**src/rtl/msx_joyport_ctrl.sv**
```systemverilog
// MSX joystick-port arbiter sharing one PS/2 mouse with two joystick ports.
// Define MOUSE_AUTOSWITCH_EN for activity-driven attach/detach with an idle timeout.
module msx_joyport_ctrl #(
  parameter logic [23:0] TIMEOUT = 24'd10_700_000
) (
  input  logic       clk,
  input  logic       reset,
  input  logic       psg_portsel,
  input  logic [1:0] psg_strobe,
  input  logic [5:0] joy_a,
  input  logic [5:0] joy_b,
  input  logic       mouse_en,
  input  logic       mouse_port,
  input  logic       mouse_toggle,
  input  logic [5:0] mouse_data,
  output logic       mouse_strobe,
  output logic [5:0] psg_data,
  output logic       mouse_active,
  output logic       mouse_owner
);

  typedef enum logic [1:0] {
    IDLE  = 2'd0,
    ATT_A = 2'd1,
    ATT_B = 2'd2
  } state_t;

  state_t     state_r;
  state_t     state_s;
  logic       toggle_r;
  logic       act_evt_s;
  logic       next_att_s;
  logic       next_owner_s;
  logic       mouse_strobe_r;
  logic [5:0] psg_data_r;
  logic       mouse_active_r;
  logic       mouse_owner_r;

  // Toggle history; reset also loads the live value so no event fires right after reset.
  always_ff @(posedge clk) begin
    toggle_r <= mouse_toggle;
  end

  assign act_evt_s = toggle_r ^ mouse_toggle;

`ifdef MOUSE_AUTOSWITCH_EN
  logic [23:0] timer_r;
  logic [23:0] timer_s;
  logic        watch_port_s;
  logic        joy_act_s;
  logic        timeout_s;

  // In IDLE watch the port the mouse would take, so a busy joystick blocks attach.
  assign watch_port_s = (state_r == IDLE) ? mouse_port : (state_r == ATT_B);
  assign joy_act_s    = (watch_port_s ? joy_b : joy_a) != 6'h3F;
  assign timeout_s    = !act_evt_s && (timer_r >= (TIMEOUT - 24'd1));

  // Next-state decode for activity-driven ownership.
  always_comb begin
    state_s = state_r;
    case (state_r)
      IDLE: begin
        if (mouse_en && act_evt_s && !joy_act_s) begin
          state_s = mouse_port ? ATT_B : ATT_A;
        end else begin
          state_s = IDLE;
        end
      end
      ATT_A, ATT_B: begin
        if (joy_act_s || !mouse_en || (mouse_port != (state_r == ATT_B)) || timeout_s) begin
          state_s = IDLE;
        end else begin
          state_s = state_r;
        end
      end
      default: state_s = IDLE;
    endcase
  end

  // Idle timer: cleared on entry and activity, saturating while attached.
  always_comb begin
    timer_s = timer_r;
    if ((state_r == IDLE) || (state_s == IDLE) || act_evt_s) begin
      timer_s = 24'd0;
    end else if (timer_r < TIMEOUT) begin
      timer_s = timer_r + 24'd1;
    end else begin
      timer_s = timer_r;
    end
  end

  // Idle timer register.
  always_ff @(posedge clk) begin
    if (reset) begin
      timer_r <= 24'd0;
    end else begin
      timer_r <= timer_s;
    end
  end
`else
  logic unused_s;

  assign unused_s = ^{act_evt_s, TIMEOUT};

  // Next-state decode: ownership follows mouse_en, a port change passes through IDLE.
  always_comb begin
    state_s = state_r;
    case (state_r)
      IDLE: begin
        if (mouse_en) begin
          state_s = mouse_port ? ATT_B : ATT_A;
        end else begin
          state_s = IDLE;
        end
      end
      ATT_A, ATT_B: begin
        if (!mouse_en || (mouse_port != (state_r == ATT_B))) begin
          state_s = IDLE;
        end else begin
          state_s = state_r;
        end
      end
      default: state_s = IDLE;
    endcase
  end
`endif

  assign next_att_s   = (state_s != IDLE);
  assign next_owner_s = (state_s == ATT_B);

  // State and output registers, all derived from the next state.
  always_ff @(posedge clk) begin
    if (reset) begin
      state_r        <= IDLE;
      mouse_active_r <= 1'b0;
      mouse_owner_r  <= 1'b0;
      mouse_strobe_r <= 1'b0;
      psg_data_r     <= 6'h3F;
    end else begin
      state_r        <= state_s;
      mouse_active_r <= next_att_s;
      mouse_owner_r  <= next_owner_s;
      mouse_strobe_r <= next_att_s ? psg_strobe[next_owner_s] : 1'b0;
      if (next_att_s && (psg_portsel == next_owner_s)) begin
        psg_data_r <= mouse_data;
      end else begin
        psg_data_r <= psg_portsel ? joy_b : joy_a;
      end
    end
  end

  assign mouse_strobe = mouse_strobe_r;
  assign psg_data     = psg_data_r;
  assign mouse_active = mouse_active_r;
  assign mouse_owner  = mouse_owner_r;

endmodule

```
**config.mk**
```make
export PLATFORM = sky130hd
export DESIGN_NAME = msx_joyport_ctrl
export DESIGN_NICKNAME = d
export VERILOG_FILES = /design/src/rtl/msx_joyport_ctrl.sv
export SDC_FILE = /design/constraint.sdc
export NUM_CORES = 1
export LEC_CHECK = 0
export BUFFER_PORTS_ARGS = -buffer_cell sky130_fd_sc_hd__buf_2
export CORE_MARGIN = 1.5
export CORE_UTILIZATION = 41
export DETAILED_ROUTE_END_ITERATION = 8
export PLACE_DENSITY = 0.84
export SYNTH_ARGS = -nofsm -noshare
export SYNTH_HDL_FRONTEND = slang
export SYNTH_SLANG_ARGS = --single-unit
```
**constraint.sdc**
```tcl
create_clock -name clk -period 2.2 [get_ports clk]
set_input_delay 0.22 -clock clk [delete_from_list [all_inputs] [get_ports clk]]
set_output_delay 0.22 -clock clk [all_outputs]
set_load 0.05 [all_outputs]
```
==> results of run 1 <==
path summary, 6_finish.rpt:
check                      from            to  slack, ns  cells past startpoint
hold reg to reg      state_r[1]  mouse_strobe       0.82                      2
setup reg to reg     state_r[0]   psg_data[1]       0.07                      7
hold / removal    psg_strobe[0]  mouse_strobe       0.20                      3
setup / recovery     state_r[0]   psg_data[1]       0.07                      7
registers in the layout (all words and copies together), names as in the netlist:
register / cells
state_r: 2
psg_data: 6
mouse_active: 1
mouse_owner: 1
mouse_strobe: 1
final cells by class:
type	instances	area [um2]	area share
multi-input cells	46	384.1	0.4508
flip-flops and latches	11	222.7	0.2614
repair buffers	35	192.7	0.2261
clock buffers	4	26.28	0.03084
well taps	15	18.77	0.02203
inverters	2	7.507	0.008811
Yosys cell counts (all sizes together):
master and n:
a211oi 7, and2 1, and4 2, clkbuf 3, dfxtp 11, ha 3
inv 2, mux2i 6, nand2 1, nor2 6, nor2b 7, nor3 1
nor3b 2, nor4 1, nor4bb 2, o31a 1, o31ai 3, or2 1
or3b 1, or4b 1
cell families (layout without fill, tap and decap cells):
kind of cell    count (synthesis)  in the layout  share of synthesized area
compound gates                 11             11                     0.1680
fa+ha+maj                       3              3                    0.06148
buf+inv                         5             41                    0.03074
flops                          11             11                     0.3607
mux                             6              6                    0.09836
simple gates                   26             26                     0.2807
power by group through the flow:
stage	combinational, mW	clock [mW]	sequential (mW)
finish	0.150	0.141	0.219
global route	0.161	0.153	0.221
CTS	0.146	0.143	0.220
detailed placement	0.146	0	0.224
global placement	0.142	0	0.223
floorplan	0.0501	0	0.272
what timing repair did:
item | CTS | global route
buffers inserted | 0 | 1
pin swaps | 0 | 1
gates resized for setup | 1 | 2
setup endpoints to repair | 1 | 7
stage by stage:
step	area (um2)	setup slack (ns)	total power, mW
after detailed placement	803.3	0.01236	0.3704
after global routing	852.1	0.008228	0.5343
after global placement	803.3	0.1238	0.3647
final	852.1	0.06712	0.5111
after floorplan	610.6	0.1459	0.3219
after CTS	830.8	0.01249	0.5088
metal layers:
metal	share of wire	wire length, um	vias to the layer above
met4	0.033	48	0
met5	0	0	-
met3	0.023	34	5
met1	0.42	610	277
li1	-	-	301
met2	0.52	753	13
worst max-delay path, cell delays in order (launching register included):
cell and delay [ns]:
dfxtp_2 0.35, inv_1 0.08, ha_4 0.25, and4_4 0.20
or4b_4 0.52, o31ai_4 0.29, buf_12 0.16, mux2i_1 0.20
==> metrics.cfg, run 1 <==
[outcome]
status = complete, no violations

[floorplan]
core_mm2 = 0.001350
rows = 13
start_util = 0.4523
chipHeight_um = 41.59
design.die.area_mm2 = 0.001730
die_w_um = 41.59
ios = 35

[finish]
syn2layout_area_growth_pct = 39.55
layout_common_cells = 33 x buf_2, 9 x dfxtp_1, 7 x nor2b_1, 7 x a211oi_1
utilization = 0.6311
fin_cells = 113
final_common_cell = buf_2
num_antenna_cells = 0
final_layout_size_suffix_gt1_frac = 0.4694
nFillCells = 117
nets = 128

[critical_path]
crit_fanout = 6
crit_type = flop to flop
crit_required_ns = 2.39
critPathLaunchType = flop
end_kind = flop
arrival_ns = 2.33

[synthesis]
ys_seq_area_frac = 0.3607
synth_top_area_cell = dfxtp_1
synth.ff_latch_count = 11
avgSynthCellArea_um2 = 9.848
synth_area_um2 = 610.6
netlist-cell-type-count = 23
yosys_warnings = 0
syn_inst = 62
synthTopCellsByArea = dfxtp_1 36%, mux2i_1 9.8%, a211oi_1 8.6%, nor2b_1 7.2%, ha_1 6.1%
synth_fp_nets = 91
yosysTopAreaCellShare = 0.3607

[sta]
worst_hold_slack_ns = 0.1979
max_freq_mhz = 468.8
drv_slew = 0
slew_headroom = 0.6346
post-route-period-util = 0.9695
setup_viol = 0
worst_pin_slew_ns = 0.5408
rsz0062_at_grt = no
hold_viol = 0
period_needed_ns = 2.133
tns_ns = 0
skew_ns = 0.001257

[cts]
cts_tree = yes
insertion_delay_ns = 0.27
cts-root-buf = clkbuf_4
cts.sinks = 11
ctsLongestPathBuffers = 2
clk_pin_slew_ns = 0.07
hold_buffers = 0
cts_buffers = 3
h-tree-depth = 1

[route]
ant_nets = 0
dr.first_iter.drc_count = 3
firstDrtPassIters = 2
drc_errors = 0
via_per_inst = 5.274
wl_per_cell_um = 12.81
num_vias = 596
routed_wl_um = 1447

[global_route]
grtUsageMet2 = 0.3094
grt_max_degree = 17
grt_pass1_wl_um = 2277
gr-total-overflow = 0
first_global_vias = 563
grt_busiest_layer = met2
use_met3 = 0.04348
antenna_found_initial = 0
track_usage = 0.1776
use_met1 = 0.1711

[min_path]
hp-class = input port to flop

[place]
gp_congestion = 0.7262
hpwl_um = 1125
port_buffers = 33
dpl.cell_count = 108

[power_and_ir_drop]
p_int_uw = 343.4
switching_share = 0.3282
switchingPower_uw = 167.7
p_seq_frac = 0.429
power_density_mw_per_mm2 = 599.8
combPwrFrac = 0.294
pwr-share-clk = 0.277
p_leak_nw = 0.3729
ir_drop_uv = 272.6

[flow_run]
max_cap_viol_count = 0

(Power assumes the default switching activity.)
==> run 2, diff against run 1 <==
--- a/config.mk
+++ b/config.mk
@@ -7,9 +7,9 @@
 export LEC_CHECK = 0
 export BUFFER_PORTS_ARGS = -buffer_cell sky130_fd_sc_hd__buf_2
 export CORE_MARGIN = 1.5
-export CORE_UTILIZATION = 41
+export CORE_UTILIZATION = 37
 export DETAILED_ROUTE_END_ITERATION = 8
-export PLACE_DENSITY = 0.84
+export PLACE_DENSITY = 0.81
 export SYNTH_ARGS = -nofsm -noshare
 export SYNTH_HDL_FRONTEND = slang
 export SYNTH_SLANG_ARGS = --single-unit
==> constraint.sdc (replaced) <==
create_clock -name clk -period 1.9 [get_ports clk]
set_input_delay 0.19 -clock clk [delete_from_list [all_inputs] [get_ports clk]]
set_output_delay 0.19 -clock clk [all_outputs]
set_load 0.05 [all_outputs]
==> run 2 against run 1 <==
The flow now finishes with violations (negative setup slack); via count grew 0.17%; count of clock-buffer cells in the layout is the same; global-route usage shrank 3.1 points; clock skew shrank 0.00065 ns; sequential power grew 16%; critical path type unchanged; power grew 14%.
==> metrics.cfg, run 2 (synthesis gave the netlist of run 1 again) <==
[outcome]
status = finished with violations
failed_checks = negative setup slack

[sta]
worst_hold_slack_ns = 0.1827  ; -0.01516 ns
slew_headroom = 0.6813  ; +0.04675
rsz0062_at_grt = yes
max_freq_mhz = 512.6  ; +9.3%
worst_pin_slew_ns = 0.4716  ; -0.06919 ns
hold_viol = 0  ; unchanged
tns_ns = -0.2700  ; -0.2700 ns
drv_slew = 0  ; unchanged
finalWorstSetupSlack_ns = -0.05073  ; -0.1179 ns
setup_viol = 7  ; +7
skew_ns = 0.0006043  ; -0.0006525 ns
post-route-period-util = 1.027  ; +0.05721
period_needed_ns = 1.951  ; -0.1821 ns

[global_route]
gr-total-overflow = 0  ; unchanged
antenna_found_initial = 0  ; unchanged
first_global_vias = 502  ; -11%
grt_max_degree = 17  ; unchanged
grt_pass1_wl_um = 2132  ; -6.4%
track_usage = 0.1469  ; -0.03075

[finish]
nFillCells = 145  ; +24%
utilization = 0.5780  ; -0.05314
final_common_cell = buf_2
final_layout_size_suffix_gt1_frac = 0.5149  ; +0.04546
nets = 131  ; +2.3%
layout_common_cells = 33 x buf_2, 9 x dfxtp_1, 7 x nor2b_1
syn2layout_area_growth_pct = 44.26
largest_register_ffs = 6  ; unchanged
num_antenna_cells = 0  ; unchanged

[critical_path]
r2r_slack_ns = -0.05  ; -0.12 ns
critPathLaunchType = flop
path_cells = inv_2 > ha_4 > and4_4 > or4b_4 > o31ai_4 > buf_12 > mux2i_1
path_delay_family = simple AND/OR/NAND/NOR gates
r2r-start = state_r[0]
cp.buffers_inverters = 2  ; unchanged
r2r_cells = 7  ; unchanged
crit_fanout = 6  ; unchanged
arrival_ns = 2.14  ; -0.19 ns
end_kind = flop
crit_type = flop to flop
slowest_delay_ns = 0.52  ; about the same
crit_slowest_cell = or4b_4
r2r_end = psg_data[1]
crit_required_ns = 2.09  ; -0.30 ns

[route]
ant_nets = 0  ; unchanged
dr.first_iter.drc_count = 3  ; unchanged
routed_wl_um = 1321  ; -8.7%
num_vias = 597  ; +0.17%
wl_per_cell_um = 11.29  ; -12%
firstDrtPassIters = 2  ; unchanged
drc_errors = 0  ; unchanged
via_per_inst = 5.103  ; -3.3%

[floorplan]
start_util = 0.4007  ; -0.05161
design.die.area_mm2 = 0.001903  ; +10%
rows = 14  ; +1
core_mm2 = 0.001524  ; +13%
die_w_um = 43.63  ; +4.9%
chipHeight_um = 43.63  ; +4.9%
ios = 35  ; unchanged

[cts]
hold_buffers = 0  ; unchanged
cts_buffers = 3  ; unchanged
post-cts-setup-buffers = 0  ; unchanged
cts.sinks = 11  ; unchanged
cts_tree = yes
clk_pin_slew_ns = 0.06  ; about the same
h-tree-depth = 1  ; unchanged
insertion_delay_ns = 0.26  ; about the same
ctsLongestPathBuffers = 2  ; unchanged
cts-root-buf = clkbuf_4

[power_and_ir_drop]
power_density_mw_per_mm2 = 661.2  ; +10%
p_leak_nw = 0.3904  ; +4.7%
ir_drop_uv = 227.0  ; -17%

[place]
gp_congestion = 0.7502  ; +3.3%
dpl_worst_slack_ns = -0.04194  ; -0.05430 ns
port_buffers = 33  ; unchanged
hpwl_um = 1086  ; -3.4%

[min_path]
whs_endpoint = psg_data[5]
hp-start = mouse_data[5]
holdPathStages = 3  ; unchanged
hp-class = input port to flop

[flow_run]
max_cap_viol_count = 0  ; unchanged

run 2: changes by cell type in the layout (fill, tap and decap cells not counted):
cell      previous run  this run
buf_4                1         4
a211oi_1             7         6
inv_2                0         2
a211oi_2             0         1
inv_1                2         0
run 2: where the power goes:
part | internal [mW] | switching [mW] | leakage, nW | total, mW
sequential | 0.248 | 0.00465 | 0.0921 | 0.253
combinational | 0.0706 | 0.107 | 0.283 | 0.178
clock | 0.0811 | 0.0707 | 0.0150 | 0.152
run 2: cell type report:
class	count	area, um2	area share
timing repair buffer	38	215.2	0.2443
sequential	11	222.7	0.2528
clock buffer	4	26.28	0.02983
tap	16	20.02	0.02273
inverter	2	7.507	0.008523
multi-input combinational	46	389.1	0.4418
run 2: worst max path at each step:
| stage | slack (ns) | end | cells after the start | startpoint |
|---|---|---|---|---|
| floorplan | -0.05 | psg_data[0] | 6 | state_r[0] |
| global placement | -0.02 | psg_data[4] | 7 | state_r[0] |
| detailed placement | -0.04 | psg_data[1] | 7 | state_r[1] |
| CTS | -0.06 | psg_data[1] | 7 | state_r[0] |
| global route | -0.13 | psg_data[1] | 7 | state_r[0] |
| finish | -0.05 | psg_data[1] | 7 | state_r[0] |
run 2: routing by layer:
metal	GRT usage	wire [um]
met5	0	0
met3	0.02917	54
met4	0.05455	10
met2	0.2441	675
met1	0.1867	581
run 2: tightest hold or removal path, cell delays in order:
cell     delay (ns)
buf_2          0.08
nor2_1         0.03
mux2i_1        0.11
run 2: repair_timing:
| item | in CTS | in global routing |
|---|---|---|
| gates resized for setup | 1 | 1 |
| pin swaps | 0 | 1 |
| endpoints found under the setup margin | 7 | 8 |
run 2: metrics by stage:
stage          area, um2  std cells  power [mW]
3_3_place_gp       849.6        113      0.4309
6_report           880.8        117      0.5824
2_1_floorplan      625.6         62      0.3755
3_5_place_dp       849.6        113      0.4358
4_1_cts            875.8        117      0.5846
5_1_grt            880.8        117      0.6084
